[config.mk]
export PLATFORM = sky130hd
export DESIGN_NAME = fb_write_arbiter_flat
export DESIGN_NICKNAME = d
export VERILOG_FILES = /design/src/rtl/fb_arb_pkg.sv /design/src/rtl/fb_write_arbiter_if.sv /design/src/rtl/fb_ovl_fifo.sv /design/src/rtl/fb_write_arbiter.sv /design/src/flat_wrapper.sv
export SDC_FILE = /design/constraint.sdc
export NUM_CORES = 1
export LEC_CHECK = 0
export CORE_ASPECT_RATIO = 1.5
export CORE_MARGIN = 1
export CORE_UTILIZATION = 58
export CTS_CLUSTER_DIAMETER = 120
export DETAILED_ROUTE_END_ITERATION = 10
export PLACE_DENSITY = 0.85
export SLEW_MARGIN = 0
export SYNTH_ARGS = -nofsm -noshare
export SYNTH_HDL_FRONTEND = slang
export SYNTH_HIERARCHICAL = 1
export SYNTH_SLANG_ARGS = --single-unit
[constraint.sdc]
create_clock -name clk -period 4.25 [get_ports clk]
set_clock_uncertainty 0.1 [all_clocks]
set_input_delay 0.85 -clock clk [delete_from_list [all_inputs] [get_ports clk]]
set_output_delay 0.85 -clock clk [all_outputs]
set_load 0.02 [all_outputs]
[src/rtl/fb_arb_pkg.sv]
`default_nettype none
// ============================================================================
// Module      : fb_arb_pkg
// Description : Shared types and QQVGA constants for the frame-buffer write
//               arbiter: FSM state encoding and the buffered write beat.
// Revision    : 1.0 - initial release
// ============================================================================
package fb_arb_pkg;

    localparam int QQVGA_W   = 160;
    localparam int QQVGA_H   = 120;
    localparam int FB_DEPTH  = QQVGA_W * QQVGA_H;
    localparam int FB_ADDR_W = 15;
    localparam int FB_DATA_W = 16;

    typedef enum logic [1:0] {
        IDLE      = 2'd0,
        CAPTURE   = 2'd1,
        WAIT_SWAP = 2'd2
    } fb_arb_state_e;

    // One pending pixel write; only the overlay path is buffered.
    typedef struct packed {
        logic [FB_ADDR_W-1:0] addr;
        logic [FB_DATA_W-1:0] data;
    } fb_wr_t;

endpackage
`default_nettype wire

[src/rtl/fb_write_arbiter_if.sv]
`default_nettype none
// ============================================================================
// Module      : fb_write_arbiter_if
// Description : Pixel write bus of the frame-buffer arbiter: downscaler
//               stream, overlay valid/ready channel and the merged fb port.
//               master = sources/frame-buffer side, slave = arbiter.
// Revision    : 1.0 - initial release
// ============================================================================
interface fb_write_arbiter_if #(
    parameter int ADDR_W = 15,
    parameter int DATA_W = 16
);
    logic              ds_we;
    logic [ADDR_W-1:0] ds_addr;
    logic [DATA_W-1:0] ds_data;
    logic              ovl_valid;
    logic              ovl_ready;
    logic [ADDR_W-1:0] ovl_addr;
    logic [DATA_W-1:0] ovl_data;
    logic              fb_we;
    logic [ADDR_W:0]   fb_addr;
    logic [DATA_W-1:0] fb_data;

    modport master (
        output ds_we, ds_addr, ds_data, ovl_valid, ovl_addr, ovl_data,
        input  ovl_ready, fb_we, fb_addr, fb_data
    );

    modport slave (
        input  ds_we, ds_addr, ds_data, ovl_valid, ovl_addr, ovl_data,
        output ovl_ready, fb_we, fb_addr, fb_data
    );
endinterface
`default_nettype wire

[src/rtl/fb_ovl_fifo.sv]
`default_nettype none
// ============================================================================
// Module      : fb_ovl_fifo
// Description : Synchronous FIFO of overlay write beats. A push is accepted
//               when full if a pop happens in the same cycle. DEPTH must be
//               a power of two so the pointers wrap naturally.
// Revision    : 1.0 - initial release
// ============================================================================
module fb_ovl_fifo
    import fb_arb_pkg::*;
#(
    parameter int DEPTH = 4
) (
    input  wire logic clk,
    input  wire logic reset_n,
    input  wire logic i_push,
    input  fb_wr_t    i_push_data,
    input  wire logic i_pop,
    output fb_wr_t    o_head,
    output logic      o_full,
    output logic      o_empty
);
    localparam int c_PTR_W = $clog2(DEPTH);

    fb_wr_t             r_mem [DEPTH];
    logic [c_PTR_W-1:0] r_wr_ptr;
    logic [c_PTR_W-1:0] r_rd_ptr;
    logic [c_PTR_W:0]   r_count;
    logic               w_push_ok;
    logic               w_pop_ok;

    assign o_full    = (r_count == (c_PTR_W+1)'(DEPTH));
    assign o_empty   = (r_count == '0);
    assign w_pop_ok  = i_pop && !o_empty;
    assign w_push_ok = i_push && (!o_full || w_pop_ok);
    assign o_head    = r_mem[r_rd_ptr];

    // Storage array; contents are don't-care until written, so no reset.
    always_ff @(posedge clk) begin
        if (w_push_ok) begin
            r_mem[r_wr_ptr] <= i_push_data;
        end
    end

    // Pointer and occupancy tracking; reset empties the FIFO.
    always_ff @(posedge clk or negedge reset_n) begin
        if (!reset_n) begin
            r_wr_ptr <= '0;
            r_rd_ptr <= '0;
            r_count  <= '0;
        end else begin
            if (w_push_ok) r_wr_ptr <= r_wr_ptr + c_PTR_W'(1);
            if (w_pop_ok)  r_rd_ptr <= r_rd_ptr + c_PTR_W'(1);
            case ({w_push_ok, w_pop_ok})
                2'b10:   r_count <= r_count + (c_PTR_W+1)'(1);
                2'b01:   r_count <= r_count - (c_PTR_W+1)'(1);
                default: r_count <= r_count;
            endcase
        end
    end
endmodule
`default_nettype wire

[src/rtl/fb_write_arbiter.sv]
`default_nettype none
// ============================================================================
// Module      : fb_write_arbiter
// Description : Owns the write port of the double-banked QQVGA frame buffer.
//               Merges the never-stalled downscaler stream with buffered
//               overlay beats, swaps banks on the display vsync and drops
//               capture frames while the display still holds the bank.
//               Optional macro FB_DROP_COUNT_EN enables the dropped-frame
//               counter; otherwise dropped_frames is tied to zero.
// Revision    : 1.0 - initial release
// ============================================================================
module fb_write_arbiter #(
    parameter int ADDR_W         = 15,
    parameter int DATA_W         = 16,
    parameter int FB_DEPTH       = fb_arb_pkg::FB_DEPTH,
    parameter int OVL_FIFO_DEPTH = 4
) (
    input  wire logic          clk,
    input  wire logic          reset_n,
    input  wire logic          frame_start,
    input  wire logic          ovl_frame_done,
    input  wire logic          disp_vsync,
    fb_write_arbiter_if.slave  bus,
    output logic               disp_bank,
    output logic               addr_err,
    output logic [7:0]         dropped_frames
);
    import fb_arb_pkg::*;

    localparam logic [ADDR_W-1:0] c_LAST_ADDR = ADDR_W'(FB_DEPTH - 1);

    fb_arb_state_e     r_state;
    fb_arb_state_e     w_state_nxt;
    logic              r_ds_last_seen;
    logic              w_ds_last_seen_nxt;
    logic              r_ovl_done_seen;
    logic              w_ovl_done_seen_nxt;
    logic              w_swap;
    logic              r_wr_bank;
    logic              r_disp_bank;
    logic              r_addr_err;
    logic              r_fb_we;
    logic [ADDR_W:0]   r_fb_addr;
    logic [DATA_W-1:0] r_fb_data;

    logic   w_ds_hit;
    logic   w_ds_ok;
    logic   w_ovl_acc;
    logic   w_ovl_ok;
    logic   w_pop;
    logic   w_addr_bad;
    logic   w_fifo_full;
    logic   w_fifo_empty;
    fb_wr_t w_push_data;
    fb_wr_t w_head;

    // Downscaler writes only count in CAPTURE; out-of-range ones neither
    // write nor take the port, so the overlay may use that slot.
    assign w_ds_hit   = (r_state == CAPTURE) && bus.ds_we;
    assign w_ds_ok    = w_ds_hit && (bus.ds_addr <= c_LAST_ADDR);
    assign w_ovl_acc  = bus.ovl_valid && bus.ovl_ready;
    assign w_ovl_ok   = w_ovl_acc && (bus.ovl_addr <= c_LAST_ADDR);
    assign w_pop      = !w_ds_ok && !w_fifo_empty;
    assign w_addr_bad = (w_ds_hit && !w_ds_ok) || (w_ovl_acc && !w_ovl_ok);

    assign bus.ovl_ready = (r_state == CAPTURE) && !w_fifo_full;
    assign w_push_data   = '{addr: bus.ovl_addr, data: bus.ovl_data};

    fb_ovl_fifo #(
        .DEPTH (OVL_FIFO_DEPTH)
    ) u_ovl_fifo (
        .clk         (clk),
        .reset_n     (reset_n),
        .i_push      (w_ovl_ok),
        .i_push_data (w_push_data),
        .i_pop       (w_pop),
        .o_head      (w_head),
        .o_full      (w_fifo_full),
        .o_empty     (w_fifo_empty)
    );

    // Frame sequencing: capture, wait for both sources to finish, then
    // hold the completed bank until the display frame boundary.
    always_comb begin
        w_state_nxt         = r_state;
        w_ds_last_seen_nxt  = r_ds_last_seen;
        w_ovl_done_seen_nxt = r_ovl_done_seen;
        w_swap              = 1'b0;
        case (r_state)
            IDLE: begin
                if (frame_start) begin
                    w_state_nxt         = CAPTURE;
                    w_ds_last_seen_nxt  = 1'b0;
                    w_ovl_done_seen_nxt = 1'b0;
                end
            end
            CAPTURE: begin
                if (frame_start) begin
                    w_ds_last_seen_nxt  = 1'b0;
                    w_ovl_done_seen_nxt = 1'b0;
                end else begin
                    if (w_ds_ok && (bus.ds_addr == c_LAST_ADDR)) w_ds_last_seen_nxt = 1'b1;
                    if (ovl_frame_done) w_ovl_done_seen_nxt = 1'b1;
                    // A beat accepted this cycle must land before the swap.
                    if (r_ds_last_seen && r_ovl_done_seen && w_fifo_empty && !w_ovl_acc) begin
                        w_state_nxt = WAIT_SWAP;
                    end
                end
            end
            WAIT_SWAP: begin
                if (disp_vsync) begin
                    w_swap      = 1'b1;
                    w_state_nxt = IDLE;
                end
            end
            default: w_state_nxt = IDLE;
        endcase
    end

    // State, completion flags, bank ownership and the sticky range error.
    always_ff @(posedge clk or negedge reset_n) begin
        if (!reset_n) begin
            r_state         <= IDLE;
            r_ds_last_seen  <= 1'b0;
            r_ovl_done_seen <= 1'b0;
            r_wr_bank       <= 1'b0;
            r_disp_bank     <= 1'b1;
            r_addr_err      <= 1'b0;
        end else begin
            r_state         <= w_state_nxt;
            r_ds_last_seen  <= w_ds_last_seen_nxt;
            r_ovl_done_seen <= w_ovl_done_seen_nxt;
            if (w_swap) begin
                r_disp_bank <= r_wr_bank;
                r_wr_bank   <= ~r_wr_bank;
            end
            if (w_addr_bad) r_addr_err <= 1'b1;
        end
    end

    // Registered write port: downscaler first, else the overlay FIFO head.
    always_ff @(posedge clk or negedge reset_n) begin
        if (!reset_n) begin
            r_fb_we   <= 1'b0;
            r_fb_addr <= '0;
            r_fb_data <= '0;
        end else if (w_ds_ok) begin
            r_fb_we   <= 1'b1;
            r_fb_addr <= {r_wr_bank, bus.ds_addr};
            r_fb_data <= bus.ds_data;
        end else if (w_pop) begin
            r_fb_we   <= 1'b1;
            r_fb_addr <= {r_wr_bank, w_head.addr};
            r_fb_data <= w_head.data;
        end else begin
            r_fb_we   <= 1'b0;
        end
    end

    assign bus.fb_we   = r_fb_we;
    assign bus.fb_addr = r_fb_addr;
    assign bus.fb_data = r_fb_data;
    assign disp_bank   = r_disp_bank;
    assign addr_err    = r_addr_err;

`ifdef FB_DROP_COUNT_EN
    logic       w_drop;
    logic [7:0] r_drop_cnt;

    assign w_drop = (r_state == WAIT_SWAP) && frame_start;

    // Saturating count of capture frames that found no free bank.
    always_ff @(posedge clk or negedge reset_n) begin
        if (!reset_n) begin
            r_drop_cnt <= 8'd0;
        end else if (w_drop && (r_drop_cnt != 8'hFF)) begin
            r_drop_cnt <= r_drop_cnt + 8'd1;
        end
    end

    assign dropped_frames = r_drop_cnt;
`else
    assign dropped_frames = 8'd0;
`endif
endmodule
`default_nettype wire

[src/flat_wrapper.sv]
// flat-port wrapper written by rule: the top's interface ports become plain ports
module fb_write_arbiter_flat import fb_arb_pkg::*;
#(
    parameter int ADDR_W         = 15,
    parameter int DATA_W         = 16,
    parameter int FB_DEPTH       = fb_arb_pkg::FB_DEPTH,
    parameter int OVL_FIFO_DEPTH = 4
)
  (clk, reset_n, frame_start, ovl_frame_done, disp_vsync, disp_bank, addr_err, dropped_frames, bus_ds_we, bus_ds_addr, bus_ds_data, bus_ovl_valid, bus_ovl_addr, bus_ovl_data, bus_ovl_ready, bus_fb_we, bus_fb_addr, bus_fb_data);
  fb_write_arbiter_if #(.ADDR_W(ADDR_W), .DATA_W(DATA_W)) bus_i ();
  input  wire logic clk;
  input  wire logic reset_n;
  input  wire logic frame_start;
  input  wire logic ovl_frame_done;
  input  wire logic disp_vsync;
  output logic disp_bank;
  output logic addr_err;
  output logic [7:0] dropped_frames;
  input wire logic [$bits(bus_i.ds_we)-1:0] bus_ds_we;
  input wire logic [$bits(bus_i.ds_addr)-1:0] bus_ds_addr;
  input wire logic [$bits(bus_i.ds_data)-1:0] bus_ds_data;
  input wire logic [$bits(bus_i.ovl_valid)-1:0] bus_ovl_valid;
  input wire logic [$bits(bus_i.ovl_addr)-1:0] bus_ovl_addr;
  input wire logic [$bits(bus_i.ovl_data)-1:0] bus_ovl_data;
  output wire logic [$bits(bus_i.ovl_ready)-1:0] bus_ovl_ready;
  output wire logic [$bits(bus_i.fb_we)-1:0] bus_fb_we;
  output wire logic [$bits(bus_i.fb_addr)-1:0] bus_fb_addr;
  output wire logic [$bits(bus_i.fb_data)-1:0] bus_fb_data;
  assign bus_i.ds_we = bus_ds_we;
  assign bus_i.ds_addr = bus_ds_addr;
  assign bus_i.ds_data = bus_ds_data;
  assign bus_i.ovl_valid = bus_ovl_valid;
  assign bus_i.ovl_addr = bus_ovl_addr;
  assign bus_i.ovl_data = bus_ovl_data;
  assign bus_ovl_ready = bus_i.ovl_ready;
  assign bus_fb_we = bus_i.fb_we;
  assign bus_fb_addr = bus_i.fb_addr;
  assign bus_fb_data = bus_i.fb_data;
  fb_write_arbiter #(.ADDR_W(ADDR_W), .DATA_W(DATA_W), .FB_DEPTH(FB_DEPTH), .OVL_FIFO_DEPTH(OVL_FIFO_DEPTH)) u_core (.clk(clk), .reset_n(reset_n), .frame_start(frame_start), .ovl_frame_done(ovl_frame_done), .disp_vsync(disp_vsync), .bus(bus_i), .disp_bank(disp_bank), .addr_err(addr_err), .dropped_frames(dropped_frames));
endmodule
==> flow_metrics.env <==
export IMPL_rsz0062_at_grt="false"
export IMPL_async_reset_ff_frac=0.275
export IMPL_dieArea_sq_um=12700
export IMPL_preCtsSetupSlack_ps=610
export IMPL_antenna_found_initial=0
export IMPL_initial_utilization=0.595
export IMPL_power_density_nw_per_um2=676
export IMPL_ant_nets=0
export IMPL_clkSlewWorstSetupHoldPaths_ps=70
export IMPL_clock_latency_ps=420
export IMPL_ios=113
export IMPL_grt_max_degree=36
export IMPL_synth_edf_count=124
export IMPL_grt_pass1_vias=4107
export IMPL_dr_pass1_iters=5
export IMPL_finalHoldViolCount=0
export IMPL_crit_buf_inv=3
export IMPL_die_h_um=138
export IMPL_synthFlopType="edfxtp_1"
export IMPL_syn_area_sq_um=7120
export IMPL_portBuffers=104
export IMPL_antenna_cells=0
export IMPL_clockBufferDepth=2
export IMPL_grt_first_pass_wirelength_mm=22.9
export IMPL_min_period_over_period=0.801
export IMPL_grtUsageMet3=0.0497
export IMPL_cts_root_buffer="clkbuf_16"
export IMPL_dp_hpwl_mm=9.70
export IMPL_cts_setup_buffers=0
export IMPL_cts_htree_levels=4
export IMPL_pwr_share_comb=0.336
export IMPL_gr_total_overflow=0
export IMPL_final_nets=555
export IMPL_power_mw=6.06
export IMPL_cap_violations=0
export IMPL_worstPathRequired_ps=4490
export IMPL_synth_most_common_cell="edfxtp_1"
export IMPL_timing_worst_slew_pin_value_ps=1120
export IMPL_status="complete, no violations"
export IMPL_start_kind="primary input"
export IMPL_cts_num_sinks=171
export IMPL_met1_usage=0.279
export IMPL_yosys_top_cells_count="edfxtp_1, dfrtp_1, mux2_2"
export IMPL_pwr_share_seq=0.398
export IMPL_setup_viol=0
export IMPL_cts_tree="yes"
export IMPL_p_int_mw=4.29
export IMPL_ctsHoldBuffers=0
export IMPL_critPathKind="in2reg"
export IMPL_rows=49
export IMPL_yosysWarningCount=6
export IMPL_dr_total_vias=3856
export IMPL_placed_cell_area_sq_um=8330
export IMPL_cp_arrival_ps=3640
export IMPL_syn_area_per_cell_sq_um=19.6
export IMPL_cp_slowest_cell="clkdlybuf4s50_1"
export IMPL_swShare=0.293
export IMPL_area_delta_synth_final_pct=26.0
export IMPL_remaining_drc_errors=0
export IMPL_ys_ff_latch=171
export IMPL_global_route_usage_met2=0.458
export IMPL_ys_types=44
export IMPL_setup_ws_ps=845
export IMPL_slew_headroom=0.253
export IMPL_ys_seq_area_frac=0.689
export IMPL_crit_chain="clkdlybuf4s50_1, o21ai_0, o211ai_4, and2_1, o21a_4, inv_1, ha_1, inv_1, fa_1, xor2_1, nor2_1, xor2_1"
export IMPL_gp_congestion=0.824
export IMPL_end_kind="flop"
export IMPL_hp_class="in2async"
export IMPL_finalCoreUtilization=0.750
export IMPL_track_usage=0.254
export IMPL_fin_area_sq_um=8960
export IMPL_layout_drive_gt1_share=0.300
export IMPL_chipWidth_um=92.4
export IMPL_fin_tns_setup_ps=0
export IMPL_wirelength_mm=15.1
export IMPL_pwr_share_clk=0.266
export IMPL_core_area_sq_um=12000
export IMPL_period_needed_ps=3410
export IMPL_vias_per_cell=5.97
export IMPL_worstPathMaxFanout=7
export IMPL_numCtsBuffers=17
export IMPL_syn_inst=363
export IMPL_slew_viol_final=0
export IMPL_fmax_mhz=294
export IMPL_drtIter0Drc=258
export IMPL_power_leakage_nw=3.28
export IMPL_wl_per_cell_um=23.4
export IMPL_synth_top_cell_by_area="edfxtp_1"
export IMPL_synth_area_leaders="edfxtp_1, dfrtp_1, mux4_2, mux2_4, mux2_2"
export IMPL_peakVddDrop_mv=0.378
export IMPL_ctsResizeCount=0
export IMPL_p_switching_mw=1.77
export IMPL_critPathTopFamily="compound AO/OA/AOI/OAI gates"
export IMPL_grt_busiest_layer="met2"
export IMPL_slowest_delay_ps=500
export IMPL_synth_top_cell_area_share=0.523
cells by family (layout without fill, tap and decap cells):
family | count (synthesis) | after routing | synth area share
xor gates and xnor gates | 7 | 7 | 0.00862
AOI/OAI and AO/OA | 18 | 18 | 0.0213
muxes | 96 | 96 | 0.216
and+or+nand+nor | 32 | 32 | 0.0271
adders and majority gates | 6 | 6 | 0.0116
buffers and inverters | 32 | 155 | 0.0266
DFF | 171 | 171 | 0.689
other | 1 | 8 | 0.000527
cell type report:
class                      count  area (sq um)
sequential                   171          4900
clock inverter                11           110
timing repair buffer         113          1140
inverter                      10          37.5
multi-input combinational    167          2060
tap                          153           191
clock buffer                  21           526
fill                         684          2990
state kept, by name, summed over array words and instances (netlist names), 2 cells and up:
name and count:
u_core/u_ovl_fifo/r_rd_ptr 2, u_core/bus.fb_data 16, u_core/u_ovl_fifo/r_wr_ptr 2, u_core/u_ovl_fifo/r_mem 124
u_core/u_ovl_fifo/r_count 3, u_core/r_state 2, u_core/bus.fb_addr 16
path summary, 6_finish.rpt:
check	slack (ps)	depth (start not counted)	startpoint	to
setup / recovery	840	12	bus_ds_addr[12]	u_core/u_ovl_fifo/r_count[2]
hold / removal	370	1	reset_n	u_core/bus.fb_addr[14]
setup reg to reg	1370	12	u_core/u_ovl_fifo/r_count[0]	u_core/u_ovl_fifo/r_count[2]
hold reg to reg	420	1	u_core/r_state[1]	u_core/r_state[0]
max in group asynchronous	2900	2	reset_n	u_core/bus.fb_data[12]
min in group clk	420	1	u_core/r_state[1]	u_core/r_state[0]
per-stage QoR:
step	hold slack, ps	cells
final	374	646
after global placement	381	614
after detailed placement	391	614
after global routing	413	646
after floorplan	358	370
after CTS	377	646
per-layer routing:
layer / vias up / share of wire / wire length (um)
met1: 2019 / 0.36 / 5420
met2: 154 / 0.57 / 8570
met5: - / 0 / 0
li1: 1648 / - / -
met3: 35 / 0.038 / 572
met4: 0 / 0.037 / 556
layout by cell type (no fill, tap or decap), drive strengths merged, types with 3 or more instances in the layout:
cell and n:
a21oi 4, edfxtp 124, inv 17, and2 6, nand2b 3, mux2 64
mux4 31, nor3 3, nand2 5, clkbuf 21, xnor2 4, xor2 3
nor2 4, ha 5, buf 10, conb 8, clkdlybuf4s50 103, dfrtp 46
power by group through the flow:
stage / clock, mW / sequential (mW) / combinational, mW
floorplan: 0 / 2.50 / 1.24
detailed placement: 0 / 2.45 / 2.01
global route: 1.69 / 2.46 / 2.15
global placement: 0 / 2.42 / 1.95
finish: 1.61 / 2.41 / 2.04
CTS: 1.63 / 2.42 / 2.04
Power figures use the tool's default switching activity.
